===== config.mk =====
export PLATFORM = sky130hd
export DESIGN_NAME = fft_stage_sequencer_flat
export DESIGN_NICKNAME = d
export VERILOG_FILES = /design/src/rtl/fft_stage_sequencer_if.sv /design/src/rtl/fft_stage_sequencer.sv /design/src/flat_wrapper.sv
export SDC_FILE = /design/constraint.sdc
export NUM_CORES = 1
export LEC_CHECK = 0
export BUFFER_PORTS_ARGS = -buffer_cell sky130_fd_sc_hd__buf_2
export CAP_MARGIN = 5
export CORE_ASPECT_RATIO = 1.75
export CORE_UTILIZATION = 50
export DETAILED_ROUTE_END_ITERATION = 8
export PLACE_DENSITY_LB_ADDON = 0.3
export SKIP_CTS_REPAIR_TIMING = 1
export SLEW_MARGIN = 10
export SYNTH_ARGS = -nofsm -noshare
export SYNTH_HDL_FRONTEND = slang
export SYNTH_SLANG_ARGS = --single-unit

===== constraint.sdc =====
create_clock -name clk -period 3.7 [get_ports clk]
set_input_delay 0.925 -clock clk [delete_from_list [all_inputs] [get_ports clk]]
set_output_delay 0.925 -clock clk [all_outputs]
set_load 0.005 [all_outputs]

===== src/rtl/fft_stage_sequencer_if.sv =====
// Butterfly-issue bus between the FFT stage sequencer and the datapath/coefficient mapper.
interface fft_stage_sequencer_if #(
  parameter int N_LOG2  = 5,
  parameter int STAGE_W = 4
) ();
  logic [STAGE_W-1:0] stage;
  logic               stage_start;
  logic               bf_valid;
  logic               bf_ready;
  logic [N_LOG2-1:0]  addr_a;
  logic [N_LOG2-1:0]  addr_b;
  logic [N_LOG2-2:0]  tw_idx;
  logic               rd_bank;

  modport master (
    output stage, stage_start, bf_valid, addr_a, addr_b, tw_idx, rd_bank,
    input  bf_ready
  );

  modport slave (
    input  stage, stage_start, bf_valid, addr_a, addr_b, tw_idx, rd_bank,
    output bf_ready
  );
endinterface


===== src/rtl/fft_stage_sequencer.sv =====
// Walks radix-2 FFT stages, issuing N/2 butterflies per stage, draining and swapping banks between stages.
// Addresses are combinational from stage/cnt; an op is held stable until bf_ready accepts it.
module fft_stage_sequencer #(
  parameter int N_LOG2       = 5,
  parameter int STAGE_W      = 4,
  parameter int DRAIN_CYCLES = 4
) (
  input  logic                  clk,
  input  logic                  rst_n,
  input  logic                  start,
  fft_stage_sequencer_if.master bf,
  output logic                  busy,
  output logic                  done,
  output logic                  result_bank
);
  localparam int CW = N_LOG2 - 1;
  localparam logic [STAGE_W-1:0] LAST_STAGE = STAGE_W'(N_LOG2);

  typedef enum logic [1:0] {IDLE, ISSUE, DRAIN, DONE} state_t;

  state_t             state, state_nxt;
  logic [CW-1:0]      cnt;
  logic [7:0]         drain_cnt;
  logic [STAGE_W-1:0] stage_q;
  logic               rd_bank_q;
  logic               stage_start_q;
  logic               ld_first, ld_next, inc_cnt, ld_drain, ld_result;

  logic [N_LOG2-1:0]  cnt_ext, bit_s, mask, ins_a;
  logic [STAGE_W-1:0] sh;

  always_ff @(posedge clk or negedge rst_n) begin
    if (!rst_n) state <= IDLE;
    else        state <= state_nxt;
  end

  always_comb begin
    state_nxt = state;
    ld_first  = 1'b0;
    ld_next   = 1'b0;
    inc_cnt   = 1'b0;
    ld_drain  = 1'b0;
    ld_result = 1'b0;
    case (state)
      IDLE: begin
        if (start) begin
          state_nxt = ISSUE;
          ld_first  = 1'b1;
        end
      end
      ISSUE: begin
        if (bf.bf_ready) begin
          inc_cnt = 1'b1;
          if (&cnt) begin
            state_nxt = DRAIN;
            ld_drain  = 1'b1;
          end
        end
      end
      DRAIN: begin
        if (drain_cnt <= 8'd1) begin
          if (stage_q < LAST_STAGE) begin
            state_nxt = ISSUE;
            ld_next   = 1'b1;
          end else begin
            state_nxt = DONE;
            ld_result = 1'b1;
          end
        end
      end
      DONE:    state_nxt = IDLE;
      default: state_nxt = IDLE;
    endcase
  end

  always_ff @(posedge clk or negedge rst_n) begin
    if (!rst_n) begin
      cnt           <= '0;
      drain_cnt     <= '0;
      stage_q       <= '0;
      rd_bank_q     <= 1'b0;
      stage_start_q <= 1'b0;
      result_bank   <= 1'b0;
    end else begin
      stage_start_q <= ld_first | ld_next;
      if (ld_first) begin
        stage_q   <= STAGE_W'(1);
        rd_bank_q <= 1'b0;
        cnt       <= '0;
      end else if (ld_next) begin
        stage_q   <= stage_q + STAGE_W'(1);
        rd_bank_q <= ~rd_bank_q;
        cnt       <= '0;
      end else if (inc_cnt) begin
        cnt <= cnt + CW'(1);
      end
      if (ld_drain)
        drain_cnt <= 8'(DRAIN_CYCLES);
      else if (state == DRAIN && drain_cnt != 8'd0)
        drain_cnt <= drain_cnt - 8'd1;
      if (ld_result)
        result_bank <= ~rd_bank_q;
    end
  end

  // Insert a zero at bit s-1 of cnt: bits below stay, bits at/above shift up by one.
  always_comb begin
    cnt_ext = {1'b0, cnt};
    sh      = stage_q - STAGE_W'(1);
    bit_s   = N_LOG2'(1) << sh;
    mask    = bit_s - N_LOG2'(1);
    ins_a   = ((cnt_ext & ~mask) << 1) | (cnt_ext & mask);

    bf.bf_valid = (state == ISSUE);
    bf.addr_a   = '0;
    bf.addr_b   = '0;
    bf.tw_idx   = '0;
    if (state == ISSUE) begin
      bf.addr_a = ins_a;
      bf.addr_b = ins_a | bit_s;
      bf.tw_idx = (cnt & mask[CW-1:0]) << (LAST_STAGE - stage_q);
    end
  end

  assign bf.stage       = stage_q;
  assign bf.stage_start = stage_start_q;
  assign bf.rd_bank     = rd_bank_q;
  assign busy           = (state != IDLE);
  assign done           = (state == DONE);
endmodule


===== src/flat_wrapper.sv =====
// flat-port wrapper written by rule: the top's interface ports become plain ports
module fft_stage_sequencer_flat 
#(
  parameter int N_LOG2       = 5,
  parameter int STAGE_W      = 4,
  parameter int DRAIN_CYCLES = 4
)
  (clk, rst_n, start, busy, done, result_bank, bf_stage, bf_stage_start, bf_bf_valid, bf_addr_a, bf_addr_b, bf_tw_idx, bf_rd_bank, bf_bf_ready);
  fft_stage_sequencer_if #(.N_LOG2(N_LOG2), .STAGE_W(STAGE_W)) bf_i ();
  input  logic clk;
  input  logic rst_n;
  input  logic start;
  output logic busy;
  output logic done;
  output logic result_bank;
  output wire logic [$bits(bf_i.stage)-1:0] bf_stage;
  output wire logic [$bits(bf_i.stage_start)-1:0] bf_stage_start;
  output wire logic [$bits(bf_i.bf_valid)-1:0] bf_bf_valid;
  output wire logic [$bits(bf_i.addr_a)-1:0] bf_addr_a;
  output wire logic [$bits(bf_i.addr_b)-1:0] bf_addr_b;
  output wire logic [$bits(bf_i.tw_idx)-1:0] bf_tw_idx;
  output wire logic [$bits(bf_i.rd_bank)-1:0] bf_rd_bank;
  input wire logic [$bits(bf_i.bf_ready)-1:0] bf_bf_ready;
  assign bf_stage = bf_i.stage;
  assign bf_stage_start = bf_i.stage_start;
  assign bf_bf_valid = bf_i.bf_valid;
  assign bf_addr_a = bf_i.addr_a;
  assign bf_addr_b = bf_i.addr_b;
  assign bf_tw_idx = bf_i.tw_idx;
  assign bf_rd_bank = bf_i.rd_bank;
  assign bf_i.bf_ready = bf_bf_ready;
  fft_stage_sequencer #(.N_LOG2(N_LOG2), .STAGE_W(STAGE_W), .DRAIN_CYCLES(DRAIN_CYCLES)) u_core (.clk(clk), .rst_n(rst_n), .start(start), .bf(bf_i), .busy(busy), .done(done), .result_bank(result_bank));
endmodule

Word level (Yosys, flattened, before mapping)
Cells that the tools add are included.
{"block": "word_totals", "out_inout_bits": 24, "mem_bits_rw": 0, "romBits": 0, "mem_count": 0, "latch_bits": 0, "wordCells": 72, "reg_bits": 21}
{"block": "classes", "eq_ne": 7, "magnitude_cmp": 2, "addsub": 6, "muxes": 31, "n_mul": 0, "reduce_logical": 9, "n_div": 0, "bitwise": 8, "n_shift": 2}
{"cell": "4-bit 2-to-1 mux", "n": 6}
{"cell": "8-bit 2-to-1 mux", "n": 2}
{"cell": "1-bit 2-to-1 mux", "n": 15}
{"cell": "2-bit 2-to-1 mux", "n": 5}
{"cell": "5-bit 2-to-1 mux", "n": 2}
{"cell": "5-bit bitwise OR", "n": 2}
{"cell": "4-bit by 1-bit adder with 4-bit output (second input constant)", "n": 2}
{"cell": "4-bit bitwise AND", "n": 2}
{"cell": "8-bit by 1-bit less-or-equal comparator with 1-bit output (second input constant)", "n": 1}
{"cell": "2-bit case mux with 4 select lines", "n": 1}
{"cell": "4-bit AND reduction", "n": 2}
{"cell": "8-bit nonzero test", "n": 1}
{"cell": "8-bit by 1-bit subtractor with 8-bit output (second input constant)", "n": 1}
{"cell": "2-bit by 1-bit inequality test with 1-bit output (second input constant)", "n": 3}
{"cell": "2-bit nonzero test", "n": 3}
{"cell": "4-bit by 5-bit bitwise AND with 5-bit output", "n": 1}
{"cell": "1-bit by 4-bit left shift with 5-bit output (first input constant)", "n": 1}
{"cell": "5-bit by 1-bit subtractor with 5-bit output (second input constant)", "n": 1}
{"cell": "2-bit == test (second input constant)", "n": 2}
{"cell": "4-bit by 3-bit < comparator with 1-bit output (second input constant)", "n": 1}
{"cell": "4-bit NOT", "n": 1}
{"cell": "4-bit by 4-bit left shift with 4-bit output", "n": 1}
{"cell": "3-bit by 4-bit subtractor with 4-bit output (first input constant)", "n": 1}
{"cell": "4-bit by 1-bit subtractor with 4-bit output (second input constant)", "n": 1}
{"cell": "7 further kinds", "n": 7}

Longest topological paths before layout
{"block": "logic_depth", "depth_word": 8, "ltp_mapped": 8, "depth_no_buf": 7}

Worst setup path before layout
Ideal clock, no wire load.
{"block": "synth_path", "kind": "reg2out", "startpoint": "reg u_core.stage_q[1], in the netlist u_core.bf.stage[1]", "endpoint": "out bf_tw_idx[3]", "path_slack_ps": 738, "path_buffers": 0, "stages_incl_launch_ff": 8, "t_required_ps": 2775, "t_arrival_ps": 2037, "cell_sequence": "dfrtp_1 -> inv_1 -> ha_1 -> a21boi_2 -> xor2_1 -> o31ai_1 -> o32ai_1 -> a221o_1"}
{"block": "synth_between", "elab_chain_len": 6, "elab_cells_between_ends": 7, "classes_between": "3 x add/sub; 2 x shift; 1 x mux; 1 x bitwise"}
{"element": "start, declared", "line": "fft_stage_sequencer.sv:24", "rtl": "logic [STAGE_W-1:0] stage_q;"}
{"element": "start signal, assigned", "line": "fft_stage_sequencer.sv:91", "rtl": "stage_q <= stage_q + STAGE_W'(1);"}
{"element": "4-bit by 1-bit subtractor with 4-bit output", "line": "fft_stage_sequencer.sv:109", "rtl": "sh = stage_q - STAGE_W'(1);"}
{"element": "1-bit by 4-bit left shift with 5-bit output", "line": "fft_stage_sequencer.sv:110", "rtl": "bit_s = N_LOG2'(1) << sh;"}
{"element": "5-bit by 1-bit subtractor with 5-bit output", "line": "fft_stage_sequencer.sv:111", "rtl": "mask = bit_s - N_LOG2'(1);"}
{"element": "4-bit bitwise AND", "line": "fft_stage_sequencer.sv:121", "rtl": "bf.tw_idx = (cnt & mask[CW-1:0]) << (LAST_STAGE - stage_q);"}
{"element": "4-bit by 4-bit left shift with 4-bit output (*)", "line": "fft_stage_sequencer.sv:121"}
{"element": "4-bit 2-to-1 mux (*)", "line": "fft_stage_sequencer.sv:118", "rtl": "if (state == ISSUE) begin"}
{"element": "end, declared", "line": "flat_wrapper.sv:21", "rtl": "output wire logic [$bits(bf_i.tw_idx)-1:0] bf_tw_idx;"}
Mark *: on every way between the ends. The rest lies on a longest branch, timed or not.

Worst setup path in the final report
{"block": "layout_path", "startpoint": "reg u_core.stage_q[0], in the netlist u_core.bf.stage[0]", "endpoint": "out bf_tw_idx[3]"}
The elaborated chain is that of the path after synthesis.

==> results_dict.tcl <==
set metrics [dict create \
    status "complete, no violations" \
    critPathKind "flop to output pin" \
    cts_root_buf "clkbuf_8" \
    htree_levels 1 \
    hp-class "flop to flop" \
    seq_area_frac_synth_pct 32.4 \
    ys_types 43 \
    gr-usage-met2_pct 44.3 \
    nets 233 \
    end_kind "output pin" \
    drv_cap 0 \
    gp_congestion 0.853 \
    numCtsBuffers 3 \
    cts_buffer_depth 2 \
    seqPwrFrac_pct 36.0 \
    grt_pass1_vias 1397 \
    crit_path_start_kind "flop" \
    synth_ff_type "dfrtp_1" \
    cpPeakStageDelay_ns 0.51 \
    p_switching_w 0.000501 \
    syn_inst 189 \
    die_height_um 77.3 \
    final_max_slew_viol_count 0 \
    synth_area_leaders "dfrtp_1 32%, ha_1 10%, nor2_1 6.0%, xor2_1 4.9%, xnor2_1 4.3%" \
    fmax_ghz 0.286 \
    drt_iter0_drc 43 \
    syn_area_sq_um 1620 \
    grt_pass1_wl_um 6090 \
    p_per_area_nw_per_um2 617 \
    fin_worst_skew_ns 0.00390 \
    dr.pass1.iters 4 \
    cts_tree "done" \
    ioPinCount 28 \
    leakagePower_nw 0.892 \
    fin_util_pct 59.2 \
    dp_hpwl_um 2850 \
    finalSetupTns_ns 0 \
    internal_power_w 0.000635 \
    synth_top_area_share_pct 32.4 \
    die-area_sq_um 3480 \
    synth_edf_count 0 \
    busiest_layer "met2" \
    sw_frac_of_total_pct 44.1 \
    use_met3_pct 2.09 \
    ir_drop_mv 0.488 \
    io_buffer_count 27 \
    rsz0062_at_grt "no" \
    setup_viol_count_final 0 \
    ant_nets 0 \
    path_cells "inv_1, ha_1, xor2_1, inv_1, o31ai_1, o32ai_1, a221o_1, buf_2" \
    worstPathMaxFanout 13 \
    worstPathRequired_ns 2.77 \
    grt_start_max_net_pins 22 \
    period_needed_ns 3.50 \
    path_delay_family "compound AO/OA/AOI/OAI gates" \
    synth_top_area_cell "dfrtp_1" \
    clkTransAtPathRegs_ns 0.07 \
    async_reset_ff_share_pct 100 \
    core_region_area_sq_um 3110 \
    die_w_um 45.1 \
    maxSlewHeadroom_pct 63.7 \
    antennaDiodeCount 0 \
    crit_arrival_ns 2.57 \
    synth_seq_cells 21 \
    grt.overflow.total 0 \
    yosysWarnings 0 \
    p_clk_share_pct 13.0 \
    vias 1450 \
    cpMostUsedCell "inv_1" \
    avgSynthCellArea_sq_um 8.58 \
    routed_wl_um 3660 \
    antenna_found_initial 0 \
    met1_usage_pct 23.7 \
    start_util_pct 52.2 \
    areaGrowthSynthToFinish_pct 13.5 \
    num_rows 27 \
    fillers 302 \
    slowest_stage "dfrtp_2" \
    drc 0 \
    finalHoldViolCount 0 \
    combPwrFrac_pct 50.9 \
    tightest_slew_ns 0.543 \
    ff2ff_setup_slack_ns 1.78 \
    wl_per_cell_um 14.2 \
    clock_sinks 21 \
    clk_latency_ns 0.26 \
    fin_crit_sh_pct 94.5 \
    syn_nets 206 \
    viasPerCell 5.62 \
    crit_buf_inv 3 \
    drive_gt1_share_pct 20.9 \
    grtUsageTotal_pct 23.7 \
]
-- final timing paths --
check                               startpoint             endpoint  cells after the start
setup / recovery            u_core.bf.stage[0]         bf_tw_idx[3]                      8
hold / removal               u_core.bf.rd_bank    u_core.bf.rd_bank                      1
setup reg to reg           u_core.drain_cnt[4]   u_core.bf.stage[0]                      5
hold reg to reg              u_core.bf.rd_bank    u_core.bf.rd_bank                      1
max in group asynchronous                rst_n   u_core.bf.stage[2]                      1
min in group asynchronous                rst_n  u_core.drain_cnt[5]                      1
-- cell type report --
type                    count  area (sq um)  area share, %
clock buffers               3          41.3           2.24
clock inverters             1          5.00          0.272
inverters                  13          48.8           2.65
multi-input cells         148          1010           55.1
flip-flops and latches     21           528           28.7
well taps                  43          53.8           2.92
repair buffers             29           150           8.16
-- flip-flops by register name (all words and copies together), names as in the netlist --
signal / count
u_core.bf.stage_start: 1
u_core.cnt: 4
u_core.result_bank: 1
u_core.drain_cnt: 8
u_core.bf.rd_bank: 1
u_core.bf.stage: 4
u_core.state: 2
-- cell usage after synthesis (3+ instances only) --
library cell / number
a21oi_1: 10
a31oi_1: 3
and3_1: 3
buf_2: 3
clkbuf_1: 3
dfrtp_1: 21
ha_1: 13
inv_1: 12
nand2_1: 18
nand2b_1: 3
nand3_1: 11
nand4_1: 4
nor2_1: 26
nor3_1: 6
o21ai_1: 4
xnor2_1: 8
xor2_1: 9
-- placed cells by master, fill, tap and decap left out, drive strengths merged, types with 2 or more instances in the layout --
cell    netlist  layout
o21ai         4       4
dfrtp        21      21
nor2         26      26
nand4         4       4
nor4          2       2
a31oi         3       3
a21o          2       2
ha           13      13
xor2          9       9
nor3          6       6
and3          3       3
nand3        12      12
nand2        18      18
o31ai         2       2
and2          2       2
buf           4      29
clkbuf        3       3
inv          13      13
xnor2        10      10
o311a         2       2
nor2b         2       2
nand2b        3       3
a21oi        10      10
-- routing by layer --
| metal | wire length (um) | share of wire (%) |
|---|---|---|
| met4 | 71 | 1.9 |
| met5 | 0 | 0 |
| met3 | 99 | 2.7 |
| met1 | 1350 | 37 |
| met2 | 2140 | 58 |
-- power by group through the flow --
stage               combinational (W)  clock (W)  sequential, W
floorplan                    0.000408          0       0.000379
global route                 0.000653   0.000160       0.000420
detailed placement           0.000574          0       0.000410
finish                       0.000578   0.000148       0.000409
CTS                          0.000578   0.000155       0.000405
global placement             0.000570          0       0.000408
-- stage by stage --
stage / cells / instance area, sq um / setup WS [ns] / hold WS, ns / power (W)
after detailed placement: 254 / 1790 / 0.364 / 0.500 / 0.000984
final: 258 / 1840 / 0.202 / 0.505 / 0.00114
after global placement: 254 / 1790 / 0.428 / 0.494 / 0.000978
after floorplan: 189 / 1620 / 0.738 / 0.488 / 0.000787
after global routing: 258 / 1840 / 0.0373 / 0.521 / 0.00123
after CTS: 258 / 1840 / 0.0655 / 0.513 / 0.00114
-- kinds of logic after synthesis --
family                   Yosys count  synth area share, %
AND/OR/NAND/NOR                   80                 24.3
AO/OA/AOI/OAI                     35                 16.4
flip-flops                        21                 32.4
buffers and inverters             20                 5.09
XOR/XNOR                          19                 11.2
adder cells (fa/ha/maj)           13                 10.0
multiplexers                       1                0.617
No activity file was read; power rests on OpenSTA's default activity.
